File: src/rtl/ex_mdu_ctrl_if.sv
// Handshake between the id_ex/ex stage and the RV32M sequencer: op request in,
// stall/busy status and register writeback out.
interface ex_mdu_ctrl_if #(
    parameter int XLEN = 32
);
    logic            start_i;
    logic [2:0]      func3_i;
    logic [XLEN-1:0] op1_i;
    logic [XLEN-1:0] op2_i;
    logic [4:0]      rd_addr_i;
    logic            flush_i;
    logic            hold_o;
    logic            busy_o;
    logic [XLEN-1:0] rd_wdata_o;
    logic [4:0]      rd_waddr_o;
    logic            reg_wen_o;

    // Pipeline side: issues ops and flushes, observes stall and writeback.
    modport master (
        output start_i, func3_i, op1_i, op2_i, rd_addr_i, flush_i,
        input  hold_o, busy_o, rd_wdata_o, rd_waddr_o, reg_wen_o
    );

    // Sequencer side.
    modport slave (
        input  start_i, func3_i, op1_i, op2_i, rd_addr_i, flush_i,
        output hold_o, busy_o, rd_wdata_o, rd_waddr_o, reg_wen_o
    );
endinterface

File: src/rtl/ex_mdu_ctrl.sv
// Iterative RV32M multiply/divide sequencer: radix-2 shift-add / shift-subtract on
// operand magnitudes, sign fix-up at the end, one-cycle writeback strobe.
module ex_mdu_ctrl #(
    parameter int XLEN  = 32,
    parameter int CNT_W = 5
) (
    input  logic         clk,
    input  logic         rst,
    ex_mdu_ctrl_if.slave mdu_if
);

    localparam logic [2:0] F_MUL    = 3'b000;
    localparam logic [2:0] F_MULH   = 3'b001;
    localparam logic [2:0] F_MULHSU = 3'b010;
    localparam logic [2:0] F_MULHU  = 3'b011;
    localparam logic [2:0] F_DIV    = 3'b100;
    localparam logic [2:0] F_DIVU   = 3'b101;
    localparam logic [2:0] F_REM    = 3'b110;
    localparam logic [2:0] F_REMU   = 3'b111;

    typedef enum logic [1:0] {
        IDLE = 2'd0,
        CALC = 2'd1,
        FIN  = 2'd2
    } state_e;

    state_e              state_q, state_d;
    logic [CNT_W-1:0]    cnt_q, cnt_d;
    logic [2:0]          f3_q, f3_d;
    logic [4:0]          rd_q, rd_d;
    logic                sgn1_q, sgn1_d;
    logic                sgn2_q, sgn2_d;
    logic                spec_q, spec_d;
    logic [XLEN-1:0]     opb_q, opb_d;
    logic [2*XLEN-1:0]   acc_q, acc_d;
    logic [XLEN-1:0]     rem_q, rem_d;
    logic [XLEN-1:0]     wdata_q, wdata_d;
    logic [4:0]          waddr_q, waddr_d;
    logic                wen_q, wen_d;
    logic                hold;

    // ---------------- request decode ----------------
    logic [2:0]      f3_in;
    logic [XLEN-1:0] op1_in, op2_in;
    logic            op1_signed, op2_signed;
    logic            sgn1_in, sgn2_in;
    logic [XLEN-1:0] mag1_in, mag2_in;
    logic            div_zero, div_ovf, is_special;
    logic [XLEN-1:0] spec_val;
    logic            launch;

    assign f3_in  = mdu_if.func3_i;
    assign op1_in = mdu_if.op1_i;
    assign op2_in = mdu_if.op2_i;

    assign op1_signed = (f3_in == F_MULH) || (f3_in == F_MULHSU) ||
                        (f3_in == F_DIV)  || (f3_in == F_REM);
    assign op2_signed = (f3_in == F_MULH) || (f3_in == F_DIV) || (f3_in == F_REM);

    assign sgn1_in = op1_signed & op1_in[XLEN-1];
    assign sgn2_in = op2_signed & op2_in[XLEN-1];
    assign mag1_in = sgn1_in ? -op1_in : op1_in;
    assign mag2_in = sgn2_in ? -op2_in : op2_in;

    // Divide-by-zero and signed overflow have fixed results, so they bypass CALC.
    assign div_zero   = (op2_in == '0);
    assign div_ovf    = ((f3_in == F_DIV) || (f3_in == F_REM)) &&
                        (op1_in == {1'b1, {(XLEN-1){1'b0}}}) && (op2_in == '1);
    assign is_special = f3_in[2] & (div_zero | div_ovf);

    always_comb begin
        spec_val = '0;
        if (div_zero)
            spec_val = f3_in[1] ? op1_in : '1;
        else
            spec_val = f3_in[1] ? '0 : op1_in;
    end

    assign launch = mdu_if.start_i & ~mdu_if.flush_i;

    // ---------------- iteration datapath ----------------
    logic [XLEN:0]   mul_sum;
    logic [XLEN:0]   div_sh;
    logic            div_ge;
    logic [XLEN-1:0] div_diff;

    assign mul_sum  = {1'b0, acc_q[2*XLEN-1:XLEN]} + (acc_q[0] ? {1'b0, opb_q} : {(XLEN+1){1'b0}});
    // Partial remainder is compared at XLEN+1 bits; after a successful subtract it
    // is always below the divisor, so XLEN bits suffice to hold it.
    assign div_sh   = {rem_q, acc_q[XLEN-1]};
    assign div_ge   = (div_sh >= {1'b0, opb_q});
    assign div_diff = div_sh[XLEN-1:0] - opb_q;

    // ---------------- sign fix-up ----------------
    logic              res_neg;
    logic [2*XLEN-1:0] prod;
    logic [XLEN-1:0]   quo, rmd;
    logic [XLEN-1:0]   result;

    assign res_neg = sgn1_q ^ sgn2_q;
    assign prod    = res_neg ? -acc_q : acc_q;
    assign quo     = res_neg ? -acc_q[XLEN-1:0] : acc_q[XLEN-1:0];
    assign rmd     = sgn1_q ? -rem_q : rem_q;

    always_comb begin
        result = '0;
        if (spec_q) begin
            result = acc_q[XLEN-1:0];
        end else begin
            unique case (f3_q)
                F_MUL:                     result = prod[XLEN-1:0];
                F_MULH, F_MULHSU, F_MULHU: result = prod[2*XLEN-1:XLEN];
                F_DIV, F_DIVU:             result = quo;
                F_REM, F_REMU:             result = rmd;
                default:                   result = '0;
            endcase
        end
    end

    // ---------------- sequencer ----------------
    always_comb begin
        state_d = state_q;
        cnt_d   = cnt_q;
        f3_d    = f3_q;
        rd_d    = rd_q;
        sgn1_d  = sgn1_q;
        sgn2_d  = sgn2_q;
        spec_d  = spec_q;
        opb_d   = opb_q;
        acc_d   = acc_q;
        rem_d   = rem_q;
        wdata_d = wdata_q;
        waddr_d = waddr_q;
        wen_d   = 1'b0;
        hold    = 1'b0;

        unique case (state_q)
            IDLE: begin
                if (launch) begin
                    hold   = 1'b1;
                    f3_d   = f3_in;
                    rd_d   = mdu_if.rd_addr_i;
                    sgn1_d = sgn1_in;
                    sgn2_d = sgn2_in;
                    spec_d = is_special;
                    cnt_d  = '0;
                    rem_d  = '0;
                    // Divide: dividend shifts out of the low half as quotient shifts in.
                    // Multiply: multiplier sits in the low half and is consumed LSB first.
                    opb_d  = f3_in[2] ? mag2_in : mag1_in;
                    if (is_special)
                        acc_d = {{XLEN{1'b0}}, spec_val};
                    else
                        acc_d = {{XLEN{1'b0}}, (f3_in[2] ? mag1_in : mag2_in)};
                    state_d = is_special ? FIN : CALC;
                end
            end
            CALC: begin
                hold  = 1'b1;
                cnt_d = cnt_q + 1'b1;
                if (f3_q[2]) begin
                    rem_d = div_ge ? div_diff : div_sh[XLEN-1:0];
                    acc_d = {acc_q[2*XLEN-1:XLEN], acc_q[XLEN-2:0], div_ge};
                end else begin
                    acc_d = {mul_sum, acc_q[XLEN-1:1]};
                end
                if (cnt_q == '1)
                    state_d = FIN;
            end
            FIN: begin
                if (!mdu_if.flush_i) begin
                    wdata_d = result;
                    waddr_d = rd_q;
                    wen_d   = (rd_q != 5'd0);
                end
                state_d = IDLE;
            end
            default: state_d = IDLE;
        endcase

        if (mdu_if.flush_i) begin
            state_d = IDLE;
            hold    = 1'b0;
        end
    end

    always_ff @(posedge clk or negedge rst) begin
        if (!rst) begin
            state_q <= IDLE;
            cnt_q   <= '0;
            f3_q    <= '0;
            rd_q    <= '0;
            sgn1_q  <= 1'b0;
            sgn2_q  <= 1'b0;
            spec_q  <= 1'b0;
            opb_q   <= '0;
            acc_q   <= '0;
            rem_q   <= '0;
            wdata_q <= '0;
            waddr_q <= '0;
            wen_q   <= 1'b0;
        end else begin
            state_q <= state_d;
            cnt_q   <= cnt_d;
            f3_q    <= f3_d;
            rd_q    <= rd_d;
            sgn1_q  <= sgn1_d;
            sgn2_q  <= sgn2_d;
            spec_q  <= spec_d;
            opb_q   <= opb_d;
            acc_q   <= acc_d;
            rem_q   <= rem_d;
            wdata_q <= wdata_d;
            waddr_q <= waddr_d;
            wen_q   <= wen_d;
        end
    end

    assign mdu_if.hold_o     = hold;
    assign mdu_if.busy_o     = (state_q != IDLE);
    assign mdu_if.rd_wdata_o = wdata_q;
    assign mdu_if.rd_waddr_o = waddr_q;
    assign mdu_if.reg_wen_o  = wen_q;

endmodule

File: src/flat_wrapper.sv
// flat-port wrapper written by rule: the top's interface ports become plain ports
module ex_mdu_ctrl_flat 
#(
    parameter int XLEN  = 32,
    parameter int CNT_W = 5
)
  (clk, rst, mdu_if_start_i, mdu_if_func3_i, mdu_if_op1_i, mdu_if_op2_i, mdu_if_rd_addr_i, mdu_if_flush_i, mdu_if_hold_o, mdu_if_busy_o, mdu_if_rd_wdata_o, mdu_if_rd_waddr_o, mdu_if_reg_wen_o);
  ex_mdu_ctrl_if #(.XLEN(XLEN)) mdu_if_i ();
  input  logic clk;
  input  logic rst;
  input wire logic [$bits(mdu_if_i.start_i)-1:0] mdu_if_start_i;
  input wire logic [$bits(mdu_if_i.func3_i)-1:0] mdu_if_func3_i;
  input wire logic [$bits(mdu_if_i.op1_i)-1:0] mdu_if_op1_i;
  input wire logic [$bits(mdu_if_i.op2_i)-1:0] mdu_if_op2_i;
  input wire logic [$bits(mdu_if_i.rd_addr_i)-1:0] mdu_if_rd_addr_i;
  input wire logic [$bits(mdu_if_i.flush_i)-1:0] mdu_if_flush_i;
  output wire logic [$bits(mdu_if_i.hold_o)-1:0] mdu_if_hold_o;
  output wire logic [$bits(mdu_if_i.busy_o)-1:0] mdu_if_busy_o;
  output wire logic [$bits(mdu_if_i.rd_wdata_o)-1:0] mdu_if_rd_wdata_o;
  output wire logic [$bits(mdu_if_i.rd_waddr_o)-1:0] mdu_if_rd_waddr_o;
  output wire logic [$bits(mdu_if_i.reg_wen_o)-1:0] mdu_if_reg_wen_o;
  assign mdu_if_i.start_i = mdu_if_start_i;
  assign mdu_if_i.func3_i = mdu_if_func3_i;
  assign mdu_if_i.op1_i = mdu_if_op1_i;
  assign mdu_if_i.op2_i = mdu_if_op2_i;
  assign mdu_if_i.rd_addr_i = mdu_if_rd_addr_i;
  assign mdu_if_i.flush_i = mdu_if_flush_i;
  assign mdu_if_hold_o = mdu_if_i.hold_o;
  assign mdu_if_busy_o = mdu_if_i.busy_o;
  assign mdu_if_rd_wdata_o = mdu_if_i.rd_wdata_o;
  assign mdu_if_rd_waddr_o = mdu_if_i.rd_waddr_o;
  assign mdu_if_reg_wen_o = mdu_if_i.reg_wen_o;
  ex_mdu_ctrl #(.XLEN(XLEN), .CNT_W(CNT_W)) u_core (.clk(clk), .rst(rst), .mdu_if(mdu_if_i));
endmodule
File: config.mk
export PLATFORM = sky130hd
export DESIGN_NAME = ex_mdu_ctrl_flat
export DESIGN_NICKNAME = d
export VERILOG_FILES = /design/src/rtl/ex_mdu_ctrl_if.sv /design/src/rtl/ex_mdu_ctrl.sv /design/src/flat_wrapper.sv
export SDC_FILE = /design/constraint.sdc
export NUM_CORES = 1
export LEC_CHECK = 0
export CAP_MARGIN = 15
export CORE_ASPECT_RATIO = 0.8
export CORE_MARGIN = 3
export CORE_UTILIZATION = 41
export DETAILED_ROUTE_END_ITERATION = 16
export SLEW_MARGIN = 30
export SYNTH_ARGS = -nofsm -noshare
export SYNTH_HDL_FRONTEND = slang
export SYNTH_SLANG_ARGS = --single-unit
File: constraint.sdc
create_clock -name clk -period 2.95 [get_ports clk]
set_input_delay 0.4425 -clock clk [delete_from_list [all_inputs] [get_ports clk]]
set_output_delay 0.4425 -clock clk [all_outputs]
set_load 0.02 [all_outputs]
Yosys cells after proc, flatten, opt, wreduce, memory -nomap -nowiden. Index checks and enable logic that the tools add are counted.

Order comparisons: 1. Reductions and logical operators: 23. Equal/unequal tests: 21. Mux-type cells: 33. Div/mod/pow operators: 0. Shifts and indexed selects: 0. $add $sub $neg: 8. Bitwise operators: 7. $mul: 0.

Operators by type and width (number): 32-bit two-way mux (15); 64-bit two-way mux (3); 32-bit negation (4); 32-bit one-hot mux with 4 select lines (1); 64-bit one-hot mux with 2 select lines (1); 32-bit == test, second input constant (2); 64-bit negation (1); 32-bit one-hot mux with 2 select lines (1); 32-bit by 33-bit adder with 33-bit output (1); 33-bit by 32-bit greater-or-equal comparator with 1-bit output (1); 32-bit logical NOT (1); 32-bit subtractor (1); 3-bit == test, second input constant (6); 5-bit one-hot mux with 2 select lines (1); 3-bit by 2-bit == test with 1-bit output, second input constant (3); 2-bit two-way mux (4); 2-bit AND reduction (4); 3-bit by 1-bit == test with 1-bit output, second input constant (2); 1-bit logical OR (6); 3-bit by 2-bit inequality test with 1-bit output, second input constant (2); 3-bit AND reduction (2); 5-bit by 1-bit adder with 5-bit output, second input constant (1); 5-bit == test, second input constant (1); 5-bit two-way mux (1); other kinds (18) (28).

Bits in read-only memories: 0. Register bits: 184. Latch bits: 0. Memory bits (writable): 0. Memories kept: 0.

Logic depth before layout (Yosys ltp).
Word-level depth: 10. Depth in mapped cells: 13.

Worst setup path after synthesis. Ideal clock, no wire load.

Path type: register to register. From: reg u_core.acc_q[0]. To: reg u_core.acc_q[60]. Path buffers: 1. Required time: 2.829 ns. Slack: -0.290 ns. Clock period less this slack: 3.240 ns. Cell stages (with the launch flop): 14. Data arrival time: 3.119 ns. Cell sequence: dfrtp_1 -> inv_1 -> buf_1 -> nor2_1 -> ha_1 -> a2111oi_0 -> o21ai_0 -> and3_1 -> a32o_1 -> a21oi_1 -> nor2_1 -> a221o_1 -> mux2i_1 -> a22o_1.

Cells in the longest elaborated chain, start to end: 4.

RTL lines: start: declaration (line ex_mdu_ctrl.sv:35) `logic [2*XLEN-1:0] acc_q, acc_d;`; start signal: assignment (line ex_mdu_ctrl.sv:197) `acc_q <= '0;`; start signal: assignment (line ex_mdu_ctrl.sv:211) `acc_q <= acc_d;`; 32-bit two-way mux (line ex_mdu_ctrl.sv:87) `assign mul_sum = {1'b0, acc_q[2*XLEN-1:XLEN]} + (acc_q[0] ? {1'b0, opb_q} : {(XLEN+1){1'b0}});`; 32-bit by 33-bit adder with 33-bit output (line ex_mdu_ctrl.sv:87); 64-bit two-way mux (line ex_mdu_ctrl.sv:161) `if (f3_q[2]) begin`; 64-bit one-hot mux with 2 select lines (line ex_mdu_ctrl.sv:137) `unique case (state_q)`.

Every way passes these cells. The select of a mux whose other input is x is not followed. A chain may end at the register's enable or synchronous reset.

Final worst setup path. Ends and elaborated chain as after synthesis.

==> reports/metrics.cfg <==
[power_and_ir_drop]
ir_drop_mv = 0.521
p_sw_w = 0.00914
leakage_nw = 9.74
power.share.clock_pct = 12.3
internal_power_w = 0.00983
powerDensity_nw_per_um2 = 840
power.share.switching_pct = 48.2
power_frac_comb_pct = 65.9
pwr-share-seq_pct = 21.8

[sta]
setup_viol = 2
worst_pin_slew_ps = 848
layout_min_cycle_time_ps = 2990
slew_violations = 0
fin_crit_sh_pct = 101
relSlewSlack_pct = 43.4
fin_tns_setup_ps = -54.5
timing.final.ws_setup_ps = -37.9
fin_skew_ps = 15.2
max_freq_mhz = 335
hold_violations = 0
rsz0062_at_grt = yes

[setup_path]
slowest_stage = dfrtp_2
cp-start-kind = flip-flop
critical_path.endpoint_type = flip-flop
rr_worst_depth = 12
required_ps = 3300
cp.depth = 12
reg2reg_slack_ps = -40
worst_r2r_endpoint = u_core.acc_q[60]
crit_arrival_ps = 3340
r2r-start = u_core.acc_q[0]
cp_slowest_stage_delay_ps = 440
crit_fanout = 5
path_cells = clkinv_4, nor2_4, ha_4, buf_6, a2111o_1, and3_4, a32o_2, a21oi_4, nor2_4, a221o_1, mux2i_1, a22o_1
cp-endpoint = u_core.acc_q[60]
critPathBufInv = 2
cpMostUsedCell = nor2_4
critPathTopFamily = compound AO/OA/AOI/OAI gates
startpoint = u_core.acc_q[0]
path_class = flip-flop to flip-flop

[route]
viasPerCell = 6.02
dr.pass1.iters = 7
ant_nets = 0
post_drt_wl_per_cell_um = 22.7
drt_iter0_markers = 2267
drc = 0
wl_um = 70800
dr_total_vias = 18800

[global_routing]
grt_pass1_wl_um = 105000
grt_use_total_pct = 31.9
antenna_found_initial = 0
grt_overflow_total = 0
grt_max_degree = 76
grt_pass1_vias = 17100

[synth]
yosys.area.top_type = dfrtp_1
syn_nets = 2296
synth_area_um2 = 16500
ys_ff_latch = 184
synthFlopType = dfrtp_1
ys.warnings.count = 0
synth_area_per_cell_um2 = 7.70
synth_async_sr_flop_share_pct = 100
synth_edf_count = 0
synth.area.top_cells = dfrtp_1, o21ai_0, nand2_1
synth.distinct_cells = 87
synth.top_cell.area_share_pct = 27.8
syn_inst = 2147
seq_area_frac_synth_pct = 27.8

[hold_path]
hp-class = input pin to async pin

[place]
port_buffers = 115
placed_cell_area_um2 = 21000
dp.cells = 3066
dpl.hpwl_um = 55700
gp_congestion = 1.01

[clocking]
holdBufCountCts = 0
insertion_delay_ps = 470
path_clk_slew_ps = 80
cts_root_buf = clkbuf_16
htreeDepth = 4
cts_buffer_depth = 2
numCtsBuffers = 17
clock-sinks = 184
cts_tree = done

[layout]
final_nets = 2718
antenna_cells = 0
area.growth.synth_to_final_pct = 36.6
layout_common_cells = buf_4, nand2_1, o21ai_0, dfrtp_1, nor2_1
drive_gt1_share_pct = 24.3
layout_commonest_cell = buf_4
fin_cells = 3117
final_util_pct = 57.0
postLayoutCellArea_um2 = 22600

[floorplanning]
num_rows = 65
core_um2 = 39600
die_x_um = 231
dieArea_um2 = 42800
initial_core_util_pct = 41.7
ios = 116
die_h_um = 186

[run_status]
failed_checks = negative setup slack
status = complete, but fails checks

[run]
max-cap-violations = 0

[cells in the mapped netlist, types with 29 or more instances]
library cell / n
nand2_1: 258
o21ai_0: 238
nor2_1: 189
dfrtp_1: 184
a21oi_1: 169
xor2_1: 108
clkbuf_1: 102
xnor2_1: 81
nor3_1: 74
ha_1: 71
inv_1: 64
mux2i_1: 42
o31ai_1: 42
a21o_1: 39
a31oi_1: 37
o211ai_1: 30
nand3_1: 29
[layout make-up]
| type | instances | area, um2 |
|---|---|---|
| Inverter | 67 | 256 |
| Clock buffer | 17 | 425 |
| Sequential cell | 184 | 4610 |
| Fill cell | 3729 | 17000 |
| Timing Repair Buffer | 532 | 4530 |
| Clock inverter | 14 | 141 |
| Multi-Input combinational cell | 1767 | 12000 |
| Tap cell | 536 | 671 |
[how the worst min path moves through the flow]
stage,startpoint,endpoint,slack (ps),cells past startpoint
final,rst,u_core.acc_q[43],5,1
after global routing,rst,u_core.acc_q[43],40,1
after floorplan,rst,u_core.acc_q[0],150,0
after detailed placement,u_core.mdu_if.rd_waddr_o[4],u_core.mdu_if.rd_waddr_o[4],460,2
after CTS,rst,u_core.acc_q[43],20,1
after global placement,u_core.mdu_if.rd_waddr_o[3],u_core.mdu_if.rd_waddr_o[3],460,2
[kinds of logic after synthesis]
logic type      count (synthesis)  synth area share (%)
xor+xnor                      189                  10.0
buf+inv                       196                  4.74
mux                            44                  2.68
compound gates                730                  27.8
fa+ha+maj                      82                  6.16
simple gates                  722                  20.7
flops                         184                  27.8
[routing by layer]
layer  vias up  GRT usage, %  wire (um)
li1       8660             -          -
met1      8965          47.6      32100
met2      1016          46.1      29100
met3       120          6.64       7450
met4         0          9.75       2110
met5         -             0          0
[worst reg2reg max path: cells and delay by family (launching register included)]
family	cells	cell delay, ps
AO/OA/AOI/OAI	5	1400
flip-flops	1	440
AND/OR/NAND/NOR	3	410
buffers and inverters	2	250
adder cells (fa/ha/maj)	1	240
multiplexers	1	140
[repair_timing]
item                                    CTS  global route
pin swaps                                16            58
resized for setup                        53           142
gates cloned                              1             3
setup buffers                             3            16
endpoints found under the setup margin   24            72
[metrics by stage]
stage                     power [W]  hold slack, ps  worst slack [ps]
after floorplan              0.0105             147              2.24
after global placement       0.0151             463              -407
after detailed placement     0.0152             465              -472
after CTS                    0.0179            20.2             -6.57
after global routing         0.0201            45.0              -134
final                        0.0190            5.50             -37.9
[state kept, by name, indices dropped and copies added, names as in the netlist]
| name | cells |
|---|---|
| u_core.sgn2_q | 1 |
| u_core.f3_q | 3 |
| u_core.acc_q | 64 |
| u_core.mdu_if.rd_waddr_o | 5 |
| u_core.sgn1_q | 1 |
| u_core.spec_q | 1 |
| u_core.state_q | 2 |
| u_core.rd_q | 5 |
| u_core.mdu_if.rd_wdata_o | 32 |
| u_core.rem_q | 32 |
| u_core.cnt_q | 5 |
| u_core.opb_q | 32 |
| u_core.mdu_if.reg_wen_o | 1 |
[power groups by stage]
stage	sequential [W]	clock [W]	combinational, W
2_1_floorplan	0.00395	0	0.00654
3_3_place_gp	0.00402	0	0.0111
3_5_place_dp	0.00403	0	0.0112
4_1_cts	0.00401	0.00236	0.0115
5_1_grt	0.00420	0.00246	0.0134
6_report	0.00414	0.00234	0.0125
Note: power is estimated with default switching activity, not from simulation.
